==> src/rtl/io_spi_master.sv <==
// io_spi_master: memory-mapped 8-bit SPI master for the FemtoRV32 one-hot IO page.
// Programmable SCK divider, CPOL/CPHA modes 0..3, software chip select.
// Optional build macro: IO_SPI_MASTER_IRQ_EN (adds CTRL[13] ien and the irq pulse).
// Ports:
//   clk, reset           system clock, asynchronous active-high reset
//   sel_dat, sel_ctl     DATA / CTRL register selects
//   wr, rd               single-cycle write / read strobes
//   wdata                write data
//   rdata                registered read data, valid the cycle after rd
//   spi_sck, spi_mosi    SPI clock and data out
//   spi_miso             SPI data in (pin level)
//   spi_cs_n             chip select, active low, software controlled
//   irq                  transfer-done pulse (tied low unless the macro is defined)
module io_spi_master #(
    parameter logic [7:0] DIV_RESET  = 8'd5,
    parameter logic [1:0] MODE_RESET = 2'b00
) (
    input  logic        clk,
    input  logic        reset,
    input  logic        sel_dat,
    input  logic        sel_ctl,
    input  logic        wr,
    input  logic        rd,
    input  logic [31:0] wdata,
    output logic [31:0] rdata,
    output logic        spi_sck,
    output logic        spi_mosi,
    input  logic        spi_miso,
    output logic        spi_cs_n,
    output logic        irq
);

    typedef enum logic [1:0] {IDLE, LEAD, TRAIL, DONE} state_t;

    state_t      state, state_d;
    logic [7:0]  div, div_d;
    logic [1:0]  mode, mode_d;
    logic        ovr, ovr_d;
    logic        busy, busy_d;
    logic [7:0]  rx, rx_d;
    logic [7:0]  shifter, shifter_d;
    logic [7:0]  cnt, cnt_d;
    logic [2:0]  bit_cnt, bit_cnt_d;
    logic        sck_d, mosi_d, cs_n_d, irq_d;
    logic [31:0] rdata_d;
    logic [31:0] ctl_val, dat_val;
    logic        expire;
    logic        ien_bit;

`ifdef IO_SPI_MASTER_IRQ_EN
    logic ien, ien_d;
    assign ien_bit = ien;
    logic unused_wdata;
    assign unused_wdata = ^{wdata[31:14], wdata[12]};
`else
    assign ien_bit = 1'b0;
    logic unused_wdata;
    assign unused_wdata = ^{wdata[31:12]};
`endif

    assign ctl_val = {18'b0, ien_bit, busy, ovr, ~spi_cs_n, mode, div};
    assign dat_val = {23'b0, busy, rx};
    assign expire  = (cnt == 8'd0);

    // State and output registers
    always_ff @(posedge clk or posedge reset) begin
        if (reset) begin
            state    <= IDLE;
            div      <= DIV_RESET;
            mode     <= MODE_RESET;
            ovr      <= 1'b0;
            busy     <= 1'b0;
            rx       <= 8'd0;
            shifter  <= 8'd0;
            cnt      <= 8'd0;
            bit_cnt  <= 3'd7;
            spi_sck  <= MODE_RESET[1];
            spi_mosi <= 1'b0;
            spi_cs_n <= 1'b1;
            irq      <= 1'b0;
            rdata    <= 32'd0;
`ifdef IO_SPI_MASTER_IRQ_EN
            ien      <= 1'b0;
`endif
        end else begin
            state    <= state_d;
            div      <= div_d;
            mode     <= mode_d;
            ovr      <= ovr_d;
            busy     <= busy_d;
            rx       <= rx_d;
            shifter  <= shifter_d;
            cnt      <= cnt_d;
            bit_cnt  <= bit_cnt_d;
            spi_sck  <= sck_d;
            spi_mosi <= mosi_d;
            spi_cs_n <= cs_n_d;
            irq      <= irq_d;
            rdata    <= rdata_d;
`ifdef IO_SPI_MASTER_IRQ_EN
            ien      <= ien_d;
`endif
        end
    end

    // Register access, next-state and shift logic
    always_comb begin
        state_d   = state;
        div_d     = div;
        mode_d    = mode;
        ovr_d     = ovr;
        busy_d    = busy;
        rx_d      = rx;
        shifter_d = shifter;
        cnt_d     = cnt;
        bit_cnt_d = bit_cnt;
        sck_d     = spi_sck;
        mosi_d    = spi_mosi;
        cs_n_d    = spi_cs_n;
        irq_d     = 1'b0;
        rdata_d   = rdata;
`ifdef IO_SPI_MASTER_IRQ_EN
        ien_d     = ien;
`endif

        if (rd) begin
            rdata_d = (sel_dat ? dat_val : 32'd0) | (sel_ctl ? ctl_val : 32'd0);
        end

        // cs and the ovr clear always apply; timing fields are frozen while busy
        if (sel_ctl && wr) begin
            cs_n_d = ~wdata[10];
            if (!busy) begin
                div_d  = wdata[7:0];
                mode_d = wdata[9:8];
            end
            if (wdata[11]) ovr_d = 1'b0;
`ifdef IO_SPI_MASTER_IRQ_EN
            ien_d = wdata[13];
`endif
        end

        if (sel_dat && wr && busy) ovr_d = 1'b1;

        case (state)
            IDLE: begin
                sck_d = mode_d[1];
                if (sel_dat && wr) begin
                    shifter_d = wdata[7:0];
                    busy_d    = 1'b1;
                    cnt_d     = div_d;
                    bit_cnt_d = 3'd7;
                    state_d   = LEAD;
                    if (!mode_d[0]) mosi_d = wdata[7];
                end
            end
            LEAD: begin
                if (expire) begin
                    cnt_d = div;
                    sck_d = ~mode[1];
                    if (!mode[0]) shifter_d = {shifter[6:0], spi_miso};
                    else          mosi_d    = shifter[7];
                    state_d = TRAIL;
                end else begin
                    cnt_d = 8'(cnt - 8'd1);
                end
            end
            TRAIL: begin
                if (expire) begin
                    cnt_d = div;
                    sck_d = mode[1];
                    // CPHA=0 already shifted on the leading edge, so shifter[7] is the next bit
                    if (mode[0])                 shifter_d = {shifter[6:0], spi_miso};
                    else if (bit_cnt != 3'd0)    mosi_d    = shifter[7];
                    if (bit_cnt == 3'd0) begin
                        state_d = DONE;
                    end else begin
                        bit_cnt_d = 3'(bit_cnt - 3'd1);
                        state_d   = LEAD;
                    end
                end else begin
                    cnt_d = 8'(cnt - 8'd1);
                end
            end
            DONE: begin
                rx_d    = shifter;
                busy_d  = 1'b0;
                state_d = IDLE;
            end
            default: state_d = IDLE;
        endcase

`ifdef IO_SPI_MASTER_IRQ_EN
        // Registered so the pulse coincides with the DONE cycle
        irq_d = (state_d == DONE) && ien;
`endif
    end

endmodule

==> config.mk <==
export PLATFORM = sky130hd
export DESIGN_NAME = io_spi_master
export DESIGN_NICKNAME = d
export VERILOG_FILES = /design/src/rtl/io_spi_master.sv
export SDC_FILE = /design/constraint.sdc
export NUM_CORES = 1
export LEC_CHECK = 0
export CAP_MARGIN = 20
export CORE_MARGIN = 2
export CORE_UTILIZATION = 50
export DETAILED_ROUTE_END_ITERATION = 16
export HOLD_SLACK_MARGIN = 0.15
export PLACE_DENSITY = 0.8
export SKIP_LAST_GASP = 1
export SLEW_MARGIN = 20
export SYNTH_ARGS = -nofsm -noshare
export SYNTH_HDL_FRONTEND = slang
export SYNTH_SLANG_ARGS = --single-unit
==> constraint.sdc <==
create_clock -name clk -period 3.4 [get_ports clk]
set_input_delay 0.51 -clock clk [delete_from_list [all_inputs] [get_ports clk]]
set_output_delay 0.51 -clock clk [all_outputs]
set_load 0.01 [all_outputs]
==> impl_metrics.toml <==
[die]
initial_core_util = 0.5216
die-area_um2 = 6860
die_y_um = 82.83
io_pins = 75
rows = 28
core_um2 = 5956
die_w_um = 82.83

[placed_design]
place_ws_ns = 0.7035
hpwl_um = 4786
port_buffers = 34
place.gp.congestion = 0.8153

[grt]
grt_max_degree = 34
grt_pass1_vias = 2341
antenna_found_initial = 0
grt_pass1_wl_um = 11490
gr-total-overflow = 0
grt_usage = 0.2084

[power]
switching_power_mw = 1.413
p_per_area_nw_per_um2 = 1013
irDropWorstVdd_mv = 0.5376
swShare = 0.3799
seqPwrFrac = 0.339
intPower_mw = 2.307
p_leak_nw = 1.552
pwr-share-clk = 0.189
p_comb_frac = 0.472

[cts]
cts_root_buf = "clkbuf_8"
post_cts_buffers = 0
htree_levels = 3
clkLatencyLatePin_ns = 0.34
cts_tree = "done"
cts_buffers = 9
clkTransAtPathRegs_ns = 0.07
cts_sinks = 57
clock_path_buffers = 2
cts_resized = 0
cts_hold_buf = 0

[timing]
slew_headroom = 0.3813
finClkSkew_ns = 0.01046
period_share = 0.7234
hold_ws_ns = 0.4963
fin_ws_ns = 0.9404
worst_pin_slew_ns = 0.9197
finalSetupTns_ns = 0
grt_setup_unrepaired = "no"
hold_viol = 0
slew_violations = 0
finalSetupViolCount = 0
min_period_ns = 2.460
max_freq_mhz = 406.6

[yosys]
synth_cell_type_count = 47
synth-edff-count = 0
synth-adder-area-share = 0.03222
async_flop_share = 1.000
synth-seq-cells = 57
synthXorXnorAreaFrac = 0
synth-compound-area-share = 0.1522
synth-simple-area-share = 0.1136
syn_inst = 292
synth_top_family_by_area = "multiplexers"
synth_top_area_share = 0.4108
syn_area_per_cell_um2 = 10.64
synth_area_leaders = "dfrtp_1, mux2_2, dfstp_2"
synth_flop_cell = "dfrtp_1"
synth_warnings = 0
syn-cell-area_um2 = 3107
yosys.area.top_type = "dfrtp_1"
seq_area_frac_synth = 0.4615
synth_mux_area_frac = 0.1579

[setup_path]
timing.rr.start = "cnt[0]"
end_kind = "register"
arrival_ns = 2.68
cp_max_fo = 8
startpoint_type = "register"
critPathRequiredTime_ns = 3.62
r2r_cells = 7
reg2reg_slack_ns = 0.94
critPathKind = "reg2reg"
rr_endpoint = "shifter[5]"

[cells_and_area]
drive_gt1_frac = 0.2282
final_cell_mix = "dfrtp_1, mux2_2, clkdlybuf4s50_1"
layout_commonest_cell = "dfrtp_1"
areaGrowthSynthToFinish_pct = 18.24
fillCellCount = 512
nNetsFinal = 375
antenna_cells = 0

[route]
wl_per_cell_um = 16.35
dr_total_vias = 2333
dr.pass1.iters = 4
via_per_inst = 5.718
ant_nets = 0
routed_wl_um = 6671
drc = 0
drt_iter0_drc = 167

[min_path]
hold_path.class = "reg2reg"
min_to = "ovr"
whs_path_depth = 1
holdCritStartpoint = "ovr"

[run_status]
status = "complete, no violations"

[flow_run]
maxCapViolations = 0
-- per-stage QoR --
step	std cells	utilization	instance area [um^2]	power [mW]
after floorplan	311	-	3178	2.529
after global placement	392	0.5798	3453	2.941
after detailed placement	392	0.5798	3453	3.022
after CTS	408	0.6168	3674	3.734
after global routing	408	0.6168	3674	4.009
final	408	0.6168	3674	3.720
-- layer usage --
layer / wire (um) / vias to the layer above / track usage / part of all wire
met1: 2908 / 1139 / 0.2774 / 0.44
li1: - / 1089 / - / -
met5: 0 / - / 0 / 0
met3: 484 / 16 / 0.05467 / 0.073
met4: 119 / 0 / 0.07750 / 0.018
met2: 3158 / 89 / 0.3284 / 0.47
-- synthesized netlist by cell type (4+ instances only) --
library cell / instances
a21oi_1: 16
a22oi_1: 11
buf_4: 20
clkbuf_1: 13
dfrtp_1: 51
dfstp_2: 6
ha_1: 8
inv_1: 13
mux2_2: 40
mux2i_1: 4
nand2_1: 12
nand3_1: 9
nor2_1: 19
o21ai_0: 20
-- sequential cells by signal, indices dropped and copies added, names as in the netlist --
name,cells
state,2
busy,1
shifter,8
spi_sck,1
mode,2
ovr,1
cnt,8
spi_mosi,1
div,8
bit_cnt,3
rdata,13
spi_cs_n,1
rx,8
-- power by group through the flow --
stage	sequential (mW)	clock, mW	combinational [mW]
after floorplan	1.20	0	1.33
after global placement	1.25	0	1.69
after detailed placement	1.27	0	1.75
after CTS	1.26	0.715	1.76
after global routing	1.31	0.751	1.95
final	1.26	0.703	1.76
-- how the worst max path moves through the flow --
stage	start	endpoint	slack, ns	cells past startpoint
2_1_floorplan	cnt[0]	shifter[0]	1.18	6
3_3_place_gp	sel_ctl	spi_mosi	0.77	6
3_5_place_dp	sel_ctl	spi_mosi	0.70	6
4_1_cts	cnt[0]	shifter[5]	0.92	7
5_1_grt	cnt[0]	shifter[5]	0.81	7
6_report	cnt[0]	shifter[5]	0.94	7
-- area by class of cell --
type	count	area, um^2	area share
Sequential cell	57	1434	0.3903
Clock inverter	5	78.83	0.02146
Timing Repair Buffer	40	385.4	0.1049
Tap cell	75	93.84	0.02554
Multi-Input combinational cell	207	1491	0.4060
Inverter	13	48.80	0.01328
Clock buffer	11	141.4	0.03849
-- worst max-delay path, stage by stage, from the launching register on --
cell     delay, ns
dfrtp_1       0.42
inv_1         0.14
ha_1          0.27
nor4b_4       0.22
buf_4         0.21
a21oi_4       0.10
nor4_4        0.57
mux2_2        0.41
-- logic make-up (layout without fill, tap and decap cells) --
kind of cell             count (synthesis)  after routing
other                                    1             20
buffers and inverters                   47             69
flip-flops                              57             57
adder cells (fa/ha/maj)                  8              8
AND/OR/NAND/NOR                         63             63
multiplexers                            44             44
AO/OA/AOI/OAI                           72             72
(Power assumes the default switching activity.)
